$ cat config.mk
export PLATFORM = sky130hd
export DESIGN_NAME = pipeline_hazard_ctrl
export DESIGN_NICKNAME = d
export VERILOG_FILES = /design/src/rtl/pipeline_hazard_ctrl.sv
export SDC_FILE = /design/constraint.sdc
export NUM_CORES = 1
export LEC_CHECK = 0
export CAP_MARGIN = 30
export CELL_PAD_IN_SITES_DETAIL_PLACEMENT = 1
export CELL_PAD_IN_SITES_GLOBAL_PLACEMENT = 2
export CORE_MARGIN = 1
export CORE_UTILIZATION = 30
export DETAILED_ROUTE_END_ITERATION = 7
export GPL_ROUTABILITY_DRIVEN = 0
export PLACE_DENSITY = 0.83
export SKIP_LAST_GASP = 1
export SLEW_MARGIN = 10
export SYNTH_ARGS = -nofsm -noshare
export SYNTH_HDL_FRONTEND = slang
export SYNTH_SLANG_ARGS = --single-unit
$ cat constraint.sdc
create_clock -name clk -period 2.9 [get_ports clk]
set_input_delay 0.58 -clock clk [delete_from_list [all_inputs] [get_ports clk]]
set_output_delay 0.58 -clock clk [all_outputs]
set_load 0.05 [all_outputs]
$ cat src/rtl/pipeline_hazard_ctrl.sv
// Pipeline sequencing for the 5-stage core: load-use stalls, redirect squashes,
// halt drain/freeze, and a saturating load-use stall counter.
module pipeline_hazard_ctrl #(
    parameter int unsigned NDRAIN = 3
) (
    input  logic        clk,
    input  logic        reset_n,
    input  logic [4:0]  id_rs1,
    input  logic [4:0]  id_rs2,
    input  logic        id_halt,
    input  logic        ex_memread,
    input  logic [4:0]  ex_rd,
    input  logic        ex_redirect,
    output logic        pc_write,
    output logic        ifid_write,
    output logic        ifid_flush,
    output logic        idex_flush,
    output logic        halted,
    output logic [15:0] stall_cycles
);

    localparam int unsigned CNT_W   = 4;
    localparam int unsigned STALL_W = 16;

    typedef enum logic [1:0] {
        RUN    = 2'd0,
        DRAIN  = 2'd1,
        HALTED = 2'd2
    } state_t;

    state_t             state;
    state_t             state_nxt;
    logic [CNT_W-1:0]   cnt;
    logic [CNT_W-1:0]   cnt_nxt;
    logic [STALL_W-1:0] stall_nxt;
    logic               load_use_c;

    // x0 is hardwired zero, so a load targeting it never creates a dependency
    assign load_use_c = ex_memread && (ex_rd != 5'd0) &&
                        ((ex_rd == id_rs1) || (ex_rd == id_rs2));

    // State, drain counter and stall counter registers
    always_ff @(posedge clk or negedge reset_n) begin
        if (!reset_n) begin
            state        <= RUN;
            cnt          <= '0;
            stall_cycles <= '0;
        end else begin
            state        <= state_nxt;
            cnt          <= cnt_nxt;
            stall_cycles <= stall_nxt;
        end
    end

    // Next-state: redirect beats load-use beats halt while running
    always_comb begin
        state_nxt = state;
        cnt_nxt   = cnt;
        stall_nxt = stall_cycles;
        case (state)
            RUN: begin
                if (ex_redirect) begin
                    state_nxt = RUN;
                end else if (load_use_c) begin
                    if (stall_cycles != {STALL_W{1'b1}}) begin
                        stall_nxt = stall_cycles + STALL_W'(1);
                    end
                end else if (id_halt) begin
                    state_nxt = DRAIN;
                    cnt_nxt   = CNT_W'(NDRAIN);
                end
            end
            DRAIN: begin
                cnt_nxt = cnt - CNT_W'(1);
                if (cnt == CNT_W'(1)) begin
                    state_nxt = HALTED;
                end
            end
            HALTED: begin
                state_nxt = HALTED;
            end
            default: begin
                state_nxt = RUN;
                cnt_nxt   = '0;
            end
        endcase
    end

    // Zero-latency enable/flush decode
    always_comb begin
        pc_write   = 1'b1;
        ifid_write = 1'b1;
        ifid_flush = 1'b0;
        idex_flush = 1'b0;
        halted     = 1'b0;
        case (state)
            RUN: begin
                if (ex_redirect) begin
                    ifid_flush = 1'b1;
                    idex_flush = 1'b1;
                end else if (load_use_c || id_halt) begin
                    pc_write   = 1'b0;
                    ifid_write = 1'b0;
                    idex_flush = 1'b1;
                end
            end
            DRAIN: begin
                pc_write   = 1'b0;
                ifid_write = 1'b0;
                idex_flush = 1'b1;
            end
            HALTED: begin
                pc_write   = 1'b0;
                ifid_write = 1'b0;
                idex_flush = 1'b1;
                halted     = 1'b1;
            end
            default: begin
                pc_write   = 1'b0;
                ifid_write = 1'b0;
                idex_flush = 1'b1;
            end
        endcase
    end

endmodule

==> results of run 1 <==
layout by cell type, fill, tap and decap left out, types with 2 or more instances in the layout:
master / n
o21ai_0: 5
buf_4: 9
buf_12: 2
nand3b_1: 2
clkdlybuf4s50_1: 35
nand4_1: 7
ha_1: 6
xor2_1: 11
nand2_1: 8
nor2_1: 5
xnor2_1: 14
mux2_4: 2
mux2_2: 2
nor3_2: 2
clkbuf_8: 3
inv_1: 6
and4_1: 3
nor3_1: 2
nor2_2: 2
dfrtp_1: 22
a21oi_1: 2
and3_1: 5
nand3_1: 7
report_power, final:
| group | internal (mW) | switching, mW | total, mW |
|---|---|---|---|
| Combinational | 0.274 | 0.358 | 0.632 |
| Clock | 0.184 | 0.101 | 0.286 |
| Sequential | 0.352 | 0.0482 | 0.401 |
| Total | 0.811 | 0.507 | 1.32 |
kinds of logic after synthesis:
kind of cell               after synthesis
adders and majority gates                6
buffers and inverters                    8
xor gates and xnor gates                25
AOI/OAI and AO/OA                       15
DFF                                     22
muxes                                    4
and+or+nand+nor                         47
flip-flops by register name, indices dropped and copies added (netlist names):
register / flops
cnt: 4
stall_cycles: 16
state: 2
final timing paths:
kind | start | slack (ns) | endpoint | depth (start not counted)
setup / recovery | ex_rd[1] | 0.08 | ifid_write | 7
hold / removal | stall_cycles[5] | 0.51 | stall_cycles[5] | 1
setup reg to reg | state[0] | 0.74 | stall_cycles[1] | 7
hold reg to reg | stall_cycles[5] | 0.51 | stall_cycles[5] | 1
max in group asynchronous | reset_n | 2.01 | stall_cycles[11] | 2
min in group asynchronous | reset_n | 0.67 | cnt[0] | 2
routing by layer:
metal  wire [um]  track usage [%]
met4          14             2.34
met1        1350             18.4
met2        1820             30.1
met3         103             4.11
met5           0                0
what timing repair did:
item	in CTS	in global routing
resized for setup	1	3
pin swaps	0	2
setup endpoints to repair	2	2
critical path, cell delays in order:
cell and delay, ns:
clkdlybuf4s50_1 0.42, or4_4 0.56, o21ai_4 0.15, nor2_2 0.07
nor2_2 0.10, o21a_2 0.21, buf_12 0.15
final cells by class:
| class | count | area [um2] | share of cell area (%) |
|---|---|---|---|
| Clock buffer | 3 | 41.3 | 2.14 |
| Clock inverter | 1 | 30.0 | 1.56 |
| Inverter | 6 | 22.5 | 1.17 |
| Multi-Input combinational cell | 97 | 749 | 38.9 |
| Sequential cell | 22 | 551 | 28.6 |
| Tap cell | 50 | 62.6 | 3.25 |
| Timing Repair Buffer | 47 | 470 | 24.4 |
metrics by stage:
| stage | instances | instance area [um2] |
|---|---|---|
| 3_3_place_gp | 222 | 1840 |
| 2_1_floorplan | 127 | 1330 |
| 6_report | 226 | 1930 |
| 4_1_cts | 226 | 1920 |
| 5_1_grt | 226 | 1930 |
| 3_5_place_dp | 222 | 1840 |
==> results.ini, run 1 <==
[logic_synthesis]
yosys-top-cells-area = dfrtp_1, xnor2_1, xor2_1
synth_compound_area_share_pct = 9.72
yosysTopAreaCell = dfrtp_1
synthXorXnorAreaFrac_pct = 16.5
ys_seq_elements = 22
synth_area_um2 = 1330
yosys.area_share.adder_pct = 5.66
ys.flop_type = dfrtp_1
synth.distinct_cells = 32
synth_edf_count = 0
synth_top_family_by_area = simple AND/OR/NAND/NOR gates
yosys-top-cells-count = dfrtp_1, xnor2_1, xor2_1
synth_top_area_share_pct = 41.5
synthSimpleGateAreaFrac_pct = 20.0
synthMuxAreaShare_pct = 3.96
synth.most_common_cell = dfrtp_1
syn_inst = 127
avgSynthCellArea_um2 = 10.4
yosysSeqAreaShare_pct = 41.5
yosysWarnings = 0
async_reset_ff_share_pct = 100
syn_nets = 153

[worst_setup_path]
cp.arrival_ns = 2.24
endpoint_kind = output port
crit_fanout = 2
crit_type = in -> out
cp-start-kind = primary input
worstPathRequired_ns = 2.32

[detailed_routing]
first_pass_iters = 4
drt_wl_total_mm = 3.29
ant_nets = 0
via_per_inst = 4.86
wl_per_cell_um = 14.5
drt_iter0_markers = 20
via_count = 1098
drc = 0

[sta]
slew_viol_final = 0
rsz0062_at_grt = no
fin_crit_sh_pct = 97.2
fin_skew_ns = 0.00547
hold_ws_ns = 0.506
slew_headroom_pct = 66.1
timing.final.crit_period_ns = 2.82
worstMarginPinSlew_ns = 0.506
hold_viol = 0
setup_tns_ns = 0
max_freq_mhz = 355
layout_setup_ws_ns = 0.0820
setup_viol = 0

[clocking]
htree_levels = 1
cts_tree = done
postCtsSetupRepairBufs = 0
clk_path_buf_depth = 2
clk_pin_slew_ns = 0.08
cts_root_buf = clkbuf_8
cts_made_buffers = 3
cts-hold-fix-buffers = 0
clock_latency_ns = 0.26
clkSinkCount = 22

[die]
core_um2 = 4120
start_util_pct = 32.2
die_y_um = 68.5
rows = 23
die_w_um = 68.5
ios = 41
die-area_um2 = 4690

[place]
dp_hpwl_mm = 2.59
dp_slack_ns = -0.0284
port_buffers = 40

[cells_and_area]
nFillCells = 455
fin_util_pct = 46.8
num-nets-final = 203
area_growth_pct = 45.3
diodes = 0
drive_gt1_share_pct = 16.5

[power]
pwr_density_cell_nw_per_um2 = 684
p_leak_nw = 0.834
peakVddDrop_v = 0.000438
p_total_mw = 1.32

[global_routing]
grt_pass1_vias = 1218
grt_pass1_wl_mm = 5.62
grt-ovfl-total = 0
antenna_found_initial = 0
grt_max_degree = 23
groute.usage.overall_pct = 16.1

[hold_path]
min_path_type = reg -> reg

[flow_run]
maxCapViolations = 0

[run_status]
status = finished clean

(Power assumes the default switching activity.)
==> inputs of run 2 (changes only) <==
- CELL_PAD_IN_SITES_GLOBAL_PLACEMENT: 2 -> 1
- CORE_UTILIZATION: 30 -> 35
- PLACE_DENSITY: 0.83 -> 0.79
- clock period: 2.9 -> 3.1 ns (I/O delays scaled with it)
==> results.ini, run 2 (synthesized netlist as in run 1, its figures left out) <==
[run_status]
status = finished clean  ; unchanged

[cells_and_area]
diodes = 0  ; unchanged
num-nets-final = 200  ; was 203
reg_top3 = stall_cycles x16, cnt x4, state x2  ; unchanged
largest_reg_flops = 16  ; unchanged
nFillCells = 390  ; was 455
layout_common_cells = clkdlybuf4s50_1, dfrtp_1, xnor2_1, xor2_1, nand2_1  ; was clkdlybuf4s50_1, dfrtp_1, xnor2_1, xor2_1, buf_4
drive_gt1_share_pct = 13.9  ; was 16.5%
final_common_cell = clkdlybuf4s50_1  ; unchanged
largest_register = stall_cycles  ; unchanged
area_growth_pct = 42.5  ; was 45.3%

[clocking]
cts_made_buffers = 3  ; unchanged
cts_root_buf = clkbuf_8  ; unchanged
cts_tree = done  ; unchanged
htree_levels = 1  ; unchanged
clk_pin_slew_ns = 0.08  ; about the same
clkSinkCount = 22  ; unchanged
clock_latency_ns = 0.27  ; was 0.26 ns
clk_path_buf_depth = 2  ; unchanged
cts-hold-fix-buffers = 0  ; unchanged

[detailed_routing]
wl_per_cell_um = 15.3  ; was 14.5 um
first_pass_iters = 2  ; was 4
drt_iter0_markers = 44  ; was 20
ant_nets = 0  ; unchanged
via_count = 1114  ; was 1,098
via_per_inst = 5.09  ; was 4.86
drc = 0  ; unchanged
drt_wl_total_mm = 3.36  ; was 3.29 mm

[global_routing]
grt_max_degree = 23  ; unchanged
grt-ovfl-total = 0  ; unchanged
grt_pass1_vias = 1182  ; was 1,218
grt_pass1_wl_mm = 5.67  ; was 5.62 mm
antenna_found_initial = 0  ; unchanged
groute.usage.overall_pct = 18.7  ; was 16.1%

[power]
pwr_density_cell_nw_per_um2 = 653  ; was 684 nW/um2
p_total_mw = 1.23  ; was 1.32 mW
peakVddDrop_v = 0.000357  ; was 0.000438 V
p_leak_nw = 0.809  ; was 0.834 nW

[worst_setup_path]
crit_fanout = 3  ; was 2
r2r-end = stall_cycles[14]  ; was stall_cycles[1]
rrSetupSlack_ns = 0.78  ; was 0.74 ns
worstRegToRegCells = 8  ; was 7
cp.arrival_ns = 2.40  ; was 2.24 ns
worstReg2RegStart = state[0]  ; unchanged
endpoint_kind = output port  ; unchanged
worstPathRequired_ns = 2.48  ; was 2.32 ns
crit_type = in -> out  ; unchanged
cp-start-kind = primary input  ; unchanged

[hold_path]
holdPathStages = 1  ; unchanged
hold_path_end = stall_cycles[5]  ; unchanged
min_from = stall_cycles[5]  ; unchanged
min_path_type = reg -> reg  ; unchanged

[die]
rows = 21  ; was 23
core_um2 = 3470  ; was 4120 um2
die-area_um2 = 4040  ; was 4690 um2
die_w_um = 63.6  ; was 68.5 um
ios = 41  ; unchanged
start_util_pct = 38.2  ; was 32.2%
die_y_um = 63.6  ; was 68.5 um

[sta]
setup_tns_ns = 0  ; unchanged
hold_viol = 0  ; unchanged
timing.final.crit_period_ns = 3.02
hold_ws_ns = 0.509  ; was 0.506 ns
fin_skew_ns = 0.00391  ; was 0.00547 ns
worstMarginPinSlew_ns = 0.506  ; about the same
setup_viol = 0  ; unchanged
slew_viol_final = 0  ; unchanged
max_freq_mhz = 331
fin_crit_sh_pct = 97.4
slew_headroom_pct = 66.2  ; was 66.1%

[flow_run]
maxCapViolations = 0  ; unchanged

[place]
port_buffers = 40  ; unchanged
dp_hpwl_mm = 2.63  ; was 2.59 mm

## run 2: per-stage QoR
| step | setup WS (ns) | cells | util (%) | instance area, um2 |
|---|---|---|---|---|
| after floorplan | 0.257 | 127 | - | 1330 |
| after global placement | 0.111 | 215 | 52.4 | 1820 |
| after detailed placement | 0.0380 | 215 | 52.4 | 1820 |
| after CTS | 0.0282 | 219 | 54.4 | 1890 |
| after global routing | -0.000550 | 219 | 54.5 | 1890 |
| final | 0.0805 | 219 | 54.5 | 1890 |
## run 2: timing repair
item                                    4_1_cts  5_1_grt
resized for setup                             0        1
buffers inserted                              0        0
endpoints found under the setup margin        0        2
## run 2: worst max-delay path, stage by stage
cell and delay [ns]:
clkdlybuf4s50_1 0.47, or4_4 0.52, o21ai_4 0.17, nor2_2 0.08
nor2_1 0.16, o21a_2 0.22, buf_12 0.15
## run 2: worst max path at each step
stage                   from        to  slack [ns]  cells past startpoint
floorplan           ex_rd[1]  pc_write        0.26                      6
global placement    ex_rd[1]  pc_write        0.11                      7
detailed placement  ex_rd[3]  pc_write        0.04                      7
CTS                 ex_rd[3]  pc_write        0.03                      7
global route        ex_rd[3]  pc_write     -0.0006                      7
finish              ex_rd[3]  pc_write        0.08                      7
## run 2: per-layer routing
layer	global-route usage (%)	vias up	share of wire, %	wire, um
li1	-	533	-	-
met1	22.0	544	44	1470
met2	32.2	32	50	1680
met3	3.44	5	3.9	131
met4	9.38	0	2.3	77
met5	0	-	0	0
## run 2: final cells by class
cell class | instances | area (um2) | area share, %
Clock buffer | 3 | 41.3 | 2.19
Multi-Input combinational cell | 97 | 742 | 39.3
Clock inverter | 1 | 30.0 | 1.59
Timing Repair Buffer | 44 | 445 | 23.6
Inverter | 6 | 22.5 | 1.19
Tap cell | 46 | 57.6 | 3.05
Sequential cell | 22 | 551 | 29.1
## run 2: where the power goes
part | switching [mW] | internal [mW]
Clock | 0.0998 | 0.173
Combinational | 0.333 | 0.253
Sequential | 0.0458 | 0.330
